File: src/rtl/uart_note_rx_if.sv
// Serial link bundle between the host keyboard UART line and the note receiver.
// The receiver side takes the line and produces the note code, strobes and busy;
// the host side (or a bench) drives the line and observes the results.
interface uart_note_rx_if;
    logic       RxD;
    logic [7:0] data;
    logic       data_valid;
    logic       frame_err;
    logic       busy;

    modport master (
        output RxD,
        input  data,
        input  data_valid,
        input  frame_err,
        input  busy
    );

    modport slave (
        input  RxD,
        output data,
        output data_valid,
        output frame_err,
        output busy
    );
endinterface

File: src/rtl/uart_note_rx.sv
// 8N1 UART receiver for the piano note link.
// 16x oversampling, 3-sample majority vote at ticks 7/8/9 of each bit, start-bit
// glitch rejection, framing-error detection and break handling. The last good
// byte is held on data with a one-cycle data_valid strobe; every output is driven
// from a register.
module uart_note_rx #(
    parameter int CLK_FREQ   = 100_000_000,
    parameter int BAUD       = 9600,
    parameter int OVERSAMPLE = 16          // sample counter below assumes 16
) (
    input  logic          clk,
    input  logic          reset,
    uart_note_rx_if.slave bus
);

    localparam int DIV   = CLK_FREQ / (BAUD * OVERSAMPLE);
    localparam int DIV_W = (DIV > 1) ? $clog2(DIV) : 1;

    typedef enum logic [2:0] {
        ST_IDLE  = 3'd0,
        ST_START = 3'd1,
        ST_DATA  = 3'd2,
        ST_STOP  = 3'd3,
        ST_BREAK = 3'd4
    } state_t;

    // Majority of three samples.
    function automatic logic f_maj3(input logic a, input logic b, input logic c);
        return (a & b) | (a & c) | (b & c);
    endfunction

    state_t             r_state;
    state_t             w_state_nxt;

    logic               r_sync1;
    logic               r_sync2;
    logic               w_rxs;

    logic [DIV_W-1:0]   r_div;
    logic [3:0]         r_s;
    logic [2:0]         r_bit;
    logic [1:0]         r_smp;
    logic [7:0]         r_shift;
    logic               r_start_ok;

    logic [7:0]         r_data;
    logic               r_data_valid;
    logic               r_frame_err;
    logic               r_busy;

    logic               w_tick;
    logic               w_dec;
    logic               w_end;
    logic               w_maj;

    logic               w_clear;
    logic               w_load;
    logic               w_ferr;
    logic               w_shift_en;
    logic               w_bit_clr;
    logic               w_bit_inc;
    logic               w_start_ok_set;
    logic               w_busy_nxt;

    assign w_rxs  = r_sync2;

    // A tick event advances r_s; the tick reached is r_s+1, so r_s==8 is tick 9
    // (the decision point) and r_s==14 is tick 15 (last tick of the bit).
    assign w_tick = (r_div == DIV_W'(DIV - 1));
    assign w_dec  = w_tick && (r_s == 4'd8);
    assign w_end  = w_tick && (r_s == 4'd14);

    // r_smp[1] holds tick 7, r_smp[0] tick 8; the live sample is tick 9.
    assign w_maj  = f_maj3(r_smp[1], r_smp[0], w_rxs);

    // Two-flop synchronizer; idles high so reset never looks like a start edge.
    always_ff @(posedge clk) begin
        if (reset) begin
            r_sync1 <= 1'b1;
            r_sync2 <= 1'b1;
        end else begin
            r_sync1 <= bus.RxD;
            r_sync2 <= r_sync1;
        end
    end

    // Tick divider and per-bit sample counter; realigned to the start edge.
    always_ff @(posedge clk) begin
        if (reset || w_clear) begin
            r_div <= '0;
            r_s   <= 4'd0;
        end else if (w_tick) begin
            r_div <= '0;
            r_s   <= r_s + 4'd1;
        end else begin
            r_div <= r_div + 1'b1;
        end
    end

    // Capture the tick-7 and tick-8 samples for the majority vote.
    always_ff @(posedge clk) begin
        if (w_tick && ((r_s == 4'd6) || (r_s == 4'd7))) begin
            r_smp <= {r_smp[0], w_rxs};
        end
    end

    // Data shift register, LSB arrives first so new bits enter at the top.
    always_ff @(posedge clk) begin
        if (w_shift_en) begin
            r_shift <= {w_maj, r_shift[7:1]};
        end
    end

    // Bit index within the data field.
    always_ff @(posedge clk) begin
        if (reset || w_bit_clr) begin
            r_bit <= 3'd0;
        end else if (w_bit_inc) begin
            r_bit <= r_bit + 3'd1;
        end
    end

    // Remembers that the current start bit passed its majority check.
    always_ff @(posedge clk) begin
        if (reset || w_clear) begin
            r_start_ok <= 1'b0;
        end else if (w_start_ok_set) begin
            r_start_ok <= 1'b1;
        end
    end

    // FSM state register.
    always_ff @(posedge clk) begin
        if (reset) begin
            r_state <= ST_IDLE;
        end else begin
            r_state <= w_state_nxt;
        end
    end

    // FSM next-state and per-cycle control decode.
    always_comb begin
        w_state_nxt    = r_state;
        w_clear        = 1'b0;
        w_load         = 1'b0;
        w_ferr         = 1'b0;
        w_shift_en     = 1'b0;
        w_bit_clr      = 1'b0;
        w_bit_inc      = 1'b0;
        w_start_ok_set = 1'b0;

        case (r_state)
            ST_IDLE: begin
                if (!w_rxs) begin
                    w_state_nxt = ST_START;
                    w_clear     = 1'b1;
                end
            end
            ST_START: begin
                if (w_dec) begin
                    if (w_maj) begin
                        w_state_nxt = ST_IDLE;
                    end else begin
                        w_start_ok_set = 1'b1;
                    end
                end else if (w_end && r_start_ok) begin
                    w_state_nxt = ST_DATA;
                    w_bit_clr   = 1'b1;
                end
            end
            ST_DATA: begin
                if (w_dec) begin
                    w_shift_en = 1'b1;
                end
                if (w_end) begin
                    if (r_bit == 3'd7) begin
                        w_state_nxt = ST_STOP;
                    end else begin
                        w_bit_inc = 1'b1;
                    end
                end
            end
            ST_STOP: begin
                // Re-arm at mid-stop so a start bit right after the stop bit is caught.
                if (w_dec) begin
                    if (w_maj) begin
                        w_load      = 1'b1;
                        w_state_nxt = ST_IDLE;
                    end else begin
                        w_ferr      = 1'b1;
                        w_state_nxt = ST_BREAK;
                    end
                end
            end
            ST_BREAK: begin
                // A held-low line must go high before another start is accepted.
                if (w_rxs) begin
                    w_state_nxt = ST_IDLE;
                end
            end
            default: begin
                w_state_nxt = ST_IDLE;
            end
        endcase
    end

    // Busy for the cycle following this one, so the output stays registered.
    always_comb begin
        w_busy_nxt = 1'b0;
        case (w_state_nxt)
            ST_START: w_busy_nxt = (r_state == ST_START) && (r_start_ok || w_start_ok_set);
            ST_DATA:  w_busy_nxt = 1'b1;
            ST_STOP:  w_busy_nxt = 1'b1;
            default:  w_busy_nxt = 1'b0;
        endcase
    end

    // Registered outputs: held note code, one-cycle strobes and busy.
    always_ff @(posedge clk) begin
        if (reset) begin
            r_data       <= 8'h00;
            r_data_valid <= 1'b0;
            r_frame_err  <= 1'b0;
            r_busy       <= 1'b0;
        end else begin
            r_data_valid <= w_load;
            r_frame_err  <= w_ferr;
            r_busy       <= w_busy_nxt;
            if (w_load) begin
                r_data <= r_shift;
            end
        end
    end

    assign bus.data       = r_data;
    assign bus.data_valid = r_data_valid;
    assign bus.frame_err  = r_frame_err;
    assign bus.busy       = r_busy;

endmodule

File: src/flat_wrapper.sv
// flat-port wrapper written by rule: the top's interface ports become plain ports
module uart_note_rx_flat 
#(
    parameter int CLK_FREQ   = 100_000_000,
    parameter int BAUD       = 9600,
    parameter int OVERSAMPLE = 16                                            
)
  (clk, reset, bus_RxD, bus_data, bus_data_valid, bus_frame_err, bus_busy);
  uart_note_rx_if bus_i ();
  input  logic clk;
  input  logic reset;
  input wire logic [$bits(bus_i.RxD)-1:0] bus_RxD;
  output wire logic [$bits(bus_i.data)-1:0] bus_data;
  output wire logic [$bits(bus_i.data_valid)-1:0] bus_data_valid;
  output wire logic [$bits(bus_i.frame_err)-1:0] bus_frame_err;
  output wire logic [$bits(bus_i.busy)-1:0] bus_busy;
  assign bus_i.RxD = bus_RxD;
  assign bus_data = bus_i.data;
  assign bus_data_valid = bus_i.data_valid;
  assign bus_frame_err = bus_i.frame_err;
  assign bus_busy = bus_i.busy;
  uart_note_rx #(.CLK_FREQ(CLK_FREQ), .BAUD(BAUD), .OVERSAMPLE(OVERSAMPLE)) u_core (.clk(clk), .reset(reset), .bus(bus_i));
endmodule
File: config.mk
export PLATFORM = sky130hd
export DESIGN_NAME = uart_note_rx_flat
export DESIGN_NICKNAME = d
export VERILOG_FILES = /design/src/rtl/uart_note_rx_if.sv /design/src/rtl/uart_note_rx.sv /design/src/flat_wrapper.sv
export SDC_FILE = /design/constraint.sdc
export NUM_CORES = 1
export LEC_CHECK = 0
export ABC_AREA = 1
export BUFFER_PORTS_ARGS = -buffer_cell sky130_fd_sc_hd__clkbuf_2
export CAP_MARGIN = 30
export CORE_MARGIN = 2
export CORE_UTILIZATION = 58
export DETAILED_ROUTE_END_ITERATION = 10
export HOLD_SLACK_MARGIN = 0.1
export PLACE_DENSITY = 0.75
export SLEW_MARGIN = 20
export SYNTH_ARGS = -nofsm -noshare
export SYNTH_HDL_FRONTEND = slang
export SYNTH_SLANG_ARGS = --single-unit
File: constraint.sdc
create_clock -name clk -period 2.5 [get_ports clk]
set_clock_uncertainty 0.15 [all_clocks]
set_input_delay 0.125 -clock clk [delete_from_list [all_inputs] [get_ports clk]]
set_output_delay 0.125 -clock clk [all_outputs]
set_load 0.02 [all_outputs]
Yosys cells after proc, flatten, opt, wreduce, memory -nomap -nowiden
Cells that the tools add are included.
- add/sub/neg operators: 3
- equal/unequal tests: 13
- muxes and demuxes: 27
- bitwise logic cells: 6
- reduce and logical (&&, ||, !) cells: 13
- operator list (kind ; count):
    3-bit two-way mux ; 9
    1-bit two-way mux ; 16
    3-bit one-hot mux with 5 select lines ; 1
    3-bit by 2-bit equality test with 1-bit output (second input constant) ; 4
    10-bit by 1-bit adder with 10-bit output (second input constant) ; 1
    10-bit equality test (second input constant) ; 1
    4-bit by 3-bit equality test with 1-bit output (second input constant) ; 2
    4-bit equality test (second input constant) ; 2
    3-bit by 1-bit equality test with 1-bit output (second input constant) ; 2
    3-bit equality test (second input constant) ; 2
    2-bit OR reduction ; 3
    1-bit logical AND ; 5
    4-bit by 1-bit adder with 4-bit output (second input constant) ; 1
    1-bit logical OR ; 4
    3-bit by 1-bit adder with 3-bit output (second input constant) ; 1
    1-bit bitwise AND ; 3
    3-bit logical NOT ; 1
    1-bit bitwise OR ; 2
    1-bit one-hot mux with 2 select lines ; 1
    1-bit NOT ; 1
- register bits: 44
- input port bits: 3
- word-level logic and storage cells: 75

Depth between registers and ports, before layout
- word-level depth: 9
- gate-level depth with buffers: 11

Least setup slack after synthesis
Ideal clock, no wire load.
- path type: register to register
- start point: register u_core.r_s[0]
- end point: register u_core.r_shift[0], enable pin
- arrival time: 1734 ps
- path slack: 222 ps
- stages on the path, launching flop included: 7
- buffers on the path: 0
- period minus slack after synthesis: 2278 ps
- cells stage by stage: dfxtp_1 > inv_1 > ha_1 > inv_1 > nor2_1 > nand4_4 > nor4_1
- word-level cells in the longest chain between the ends: 4
- RTL lines (item ; line ; text):
    start, declared ; uart_note_rx.sv:40 ; logic [3:0] r_s;
    start signal, assigned ; uart_note_rx.sv:94 ; r_s <= r_s + 4'd1;
    4-bit equality test ; uart_note_rx.sv:70 ; assign w_dec = w_tick && (r_s == 4'd8);
    1-bit logical AND ; uart_note_rx.sv:70 ;
    1-bit two-way mux ; uart_note_rx.sv:172 ; if (w_dec) begin
    1-bit two-way mux ; uart_note_rx.sv:152 ; case (r_state)
    named net u_core.w_shift_en ; uart_note_rx.sv:59 ; logic w_shift_en;
    end signal, assigned ; uart_note_rx.sv:110 ; r_shift <= {w_maj, r_shift[7:1]};
    end, declared ; uart_note_rx.sv:43 ; logic [7:0] r_shift;
The timed path passes the listed nets, and every way through them passes these cells.
A chain may end at the register's enable or synchronous reset.

Worst setup path after layout
- start point: register u_core.r_div[0]
- end point: register u_core.r_smp[1], enable pin
- word-level cells in the longest chain between the ends: 2
- RTL lines (item ; line ; text):
    start, declared ; uart_note_rx.sv:39 ; logic [DIV_W-1:0] r_div;
    start signal, assigned ; uart_note_rx.sv:96 ; r_div <= r_div + 1'b1;
    10-bit equality test ; uart_note_rx.sv:69 ; assign w_tick = (r_div == DIV_W'(DIV - 1));
    1-bit logical AND ; uart_note_rx.sv:102 ; if (w_tick && ((r_s == 4'd6) || (r_s == 4'd7))) begin
    end signal, assigned ; uart_note_rx.sv:103 ; r_smp <= {r_smp[0], w_rxs};
    end, declared ; uart_note_rx.sv:42 ; logic [1:0] r_smp;
Every way passes these cells.

==> metrics.md <==
| Metric | Value |
|---|---|
| Status | finished, final reports clean |
| Power Internal | roughly 0.00085 W |
| Die X | 61.11 um |
| Clock Path Buffers | 2 |
| Hold depth | 1 |
| YS warnings | 0 |
| Drt first pass iters | 4 |
| Worst setup path startpoint | u_core.r_div[0] |
| H-tree depth | 2 |
| Post-Syn Nets | 226 |
| VDD IR-drop max | around 0.31 mV |
| Setup TNS | 0 ps |
| Distinct cells, synth | 31 |
| Area grow syn2layout | 10.12% |
| Startpoint Class | flip-flop |
| Diodes inserted | 0 |
| Worst-path clk slew | 110 ps |
| Initial drt markers | 56 |
| Hold Crit Class | reg2reg |
| Place WS | just over 500 ps |
| Via/cell ratio | between 5 and 6 |
| Skew-Pair Late Insertion Delay | 340 ps |
| Largest net degree at the start of global routing | 18 |
| Filler cells | 271 |
| CP Class | reg2reg |
| Area occupied by multi-input gates | 754.5 um2 |
| EDFF count, synth | 10 |
| Final hold vios | 0 |
| Initial Util | 61.46% |
| Sequential share of power | 67.3% |
| Final setup fails | 0 |
| Seq cells post-synth | 44 |
| Routed Antenna Nets | 0 |
| CP Capture Type | flip-flop |
| Pins Over Slew Limit | 0 |
| Top cells by area, synth | dfxtp_1 (36%), edfxtp_1 (16%), inv_1 (6.3%), a21oi_1 (6.1%), nand2_1 (5.4%) |
| Slew @ Worst Pin | 658.1 ps |
| Row count | 20 |
| Final WS setup | 577.0 ps |
| Placer Congestion | roughly 0.83 |
| Synth async-reset ratio | 0% |
| Nets | roughly 250 |
| Crit path largest cell delay | 520 ps |
| Register area share after synthesis | 51.85% |
| Mapped Area | 1892 um2 |
| Syn avg cell area | slightly below 9 um2 |
| Clock power share | 29.2% |
| Sw frac | 21.92% |
| Vias | 1423 |
| Reg2Reg Depth | 6 |
| Largest area contributor in the netlist | dfxtp_1 |
| Clock Sinks | 44 |
| Most common cell in the netlist | dfxtp_1 |
| Tcrit/Tclk final | 76.92% |
| CP endpoint | u_core.r_smp[1] |
| Crit-path max FO | 8 |
| Req. time, crit path | about 2300 ps |
| Share of layout cells above drive strength 1 | 16.74% |
| Combinational Power Share | 3.5% |
| Relative slew slack | around 55% |
| Pwr Density | 524.8 nW/um2 |
| Yosys top cell area share | about 36% |
| R2R Path End | u_core.r_smp[1] |
| Die height | slightly above 60 um |
| Die Area | 3734 um2 |
| Share of the core filled with cells | 67.68% |
| DRT Wirelength | 3.015 mm |
| Ys flop type | dfxtp_1 |
| Max-cap violations | 0 |
| Residual DRC | 0 |
| First-pass GRT wire length | 5.147 mm |
| Register area | 980.9 um2 |
| GR Overflow Total | 0 |
| GRT Resource Usage Total | 18.53% |
| Cts repair resizes | 0 |
| Slowest stage cell, crit path | a2111oi_0 |
| Most frequent cells after synthesis | dfxtp_1 (34), inv_1 (32), nand2_1 (27), a21oi_1 (23), nor2_1 (22) |
| Core Footprint | 3078 um2 |
| Syn Inst Count | 216 |
| Initial antenna violation count | 0 |
| WL per Instance | 10.65 um |
| CTS tree | yes |
| F_max | about 520 MHz |
| Setup repair after global routing missed its margin | no |
| Flop2flop setup slack | 580 ps |
| Switch Pwr | between 0.0002 and 0.00025 W |
| R2r startpoint | u_core.r_div[0] |
| Min cycle time layout | 1923 ps |
| CP Cell Sequence | inv_1 -> ha_1 -> nand2_1 -> nor2_4 -> nand2_4 -> a2111oi_0 |
| HPWL after DPL | 2.300 mm |
| Leakage Power | 0.8155 nW |
| Root buf cell | clkbuf_4 |
| Total CTS buffers | 5 |
| Vias in the first global route | 1289 |
| Crit path arrival time | 1760 ps |
| Num ports | 14 |
| Port Buffers | 13 |
[cell families (layout without fill, tap and decap cells)]
kind of cell	count (synthesis)	after routing	share of synthesized area, %
flip-flops	44	44	51.85
XOR/XNOR	2	2	0.9261
AND/OR/NAND/NOR	87	87	23.88
buffers and inverters	39	62	8.267
AO/OA/AOI/OAI	37	37	10.45
adder cells (fa/ha/maj)	7	7	4.629
[worst max-delay path: cells and delay by family (launching register included)]
kind,cells,cell delay (ps)
AOI/OAI and AO/OA,1,520
DFF,1,360
and+or+nand+nor,3,350
adders and majority gates,1,130
buffers and inverters,1,60
[layout make-up]
class	count	share of cell area [%]
inverters	37	6.727
well taps	44	2.643
multi-input cells	133	36.22
flip-flops and latches	44	47.09
clock buffers	7	2.162
clock inverters	1	0.2402
repair buffers	17	4.925
[through the flow]
step                      cells  hold WS [ps]  power [W]  cell area, um2
after global placement      272         157.7  0.0007837            2003
after CTS                   283         288.6   0.001107            2083
after global routing        283         303.7   0.001138            2083
after floorplan             216         78.81  0.0007772            1892
after detailed placement    272         175.3  0.0007859            2003
final                       283         284.5   0.001093            2083
[power by group through the flow]
stage / combinational (W) / sequential [W] / clock [W]
3_3_place_gp: 0.0000329 / 0.000751 / 0
6_report: 0.0000381 / 0.000735 / 0.000320
4_1_cts: 0.0000382 / 0.000735 / 0.000333
5_1_grt: 0.0000436 / 0.000736 / 0.000358
2_1_floorplan: 0.0000271 / 0.000750 / 0
3_5_place_dp: 0.0000345 / 0.000751 / 0
[registers in the layout, indices dropped and copies added (netlist names), 2 cells and up]
| name | flops |
|---|---|
| u_core.r_shift | 8 |
| u_core.bus.data | 8 |
| u_core.r_div | 10 |
| u_core.r_smp | 2 |
| u_core.r_bit | 3 |
| u_core.r_state | 3 |
| u_core.r_s | 4 |
[how the worst min path moves through the flow]
stage	from	endpoint	slack, ps
floorplan	bus_RxD	u_core.r_sync1	80
global placement	bus_RxD	u_core.r_sync1	160
detailed placement	bus_RxD	u_core.r_sync1	180
CTS	u_core.r_sync1	u_core.r_sync2	290
global route	u_core.r_sync1	u_core.r_sync2	300
finish	u_core.r_sync1	u_core.r_sync2	280
[cell usage in the layout, fill, tap and decap left out, types with 3 or more instances in the layout]
cell / synthesis / routed
edfxtp_1: 10 / 10
nor2_1: 22 / 22
inv_2: 4 / 4
o21ai_0: 10 / 10
nand2_1: 27 / 27
clkbuf_4: 0 / 5
nand3_1: 11 / 11
dlygate4sd3_1: 0 / 3
clkbuf_2: 0 / 13
nor2_4: 3 / 3
ha_1: 7 / 7
inv_1: 32 / 32
a21oi_1: 23 / 23
nor3_1: 9 / 9
dfxtp_1: 34 / 34
[layer usage]
metal  vias up  routed length (um)  part of all wire (%)  track usage (%)
met5         -                   0                     0                0
met1       648                1396                    46            22.12
met4         0                  44                   1.5            8.385
met2        25                1464                    49            31.46
met3         5                 109                   3.6            4.622
li1        745                   -                     -                -
[what timing repair did]
action                    4_1_cts  5_1_grt
hold endpoints to repair        8        0
setup buffers                   0        0
hold buffers                    3        0
No activity file was read; power rests on OpenSTA's default activity.
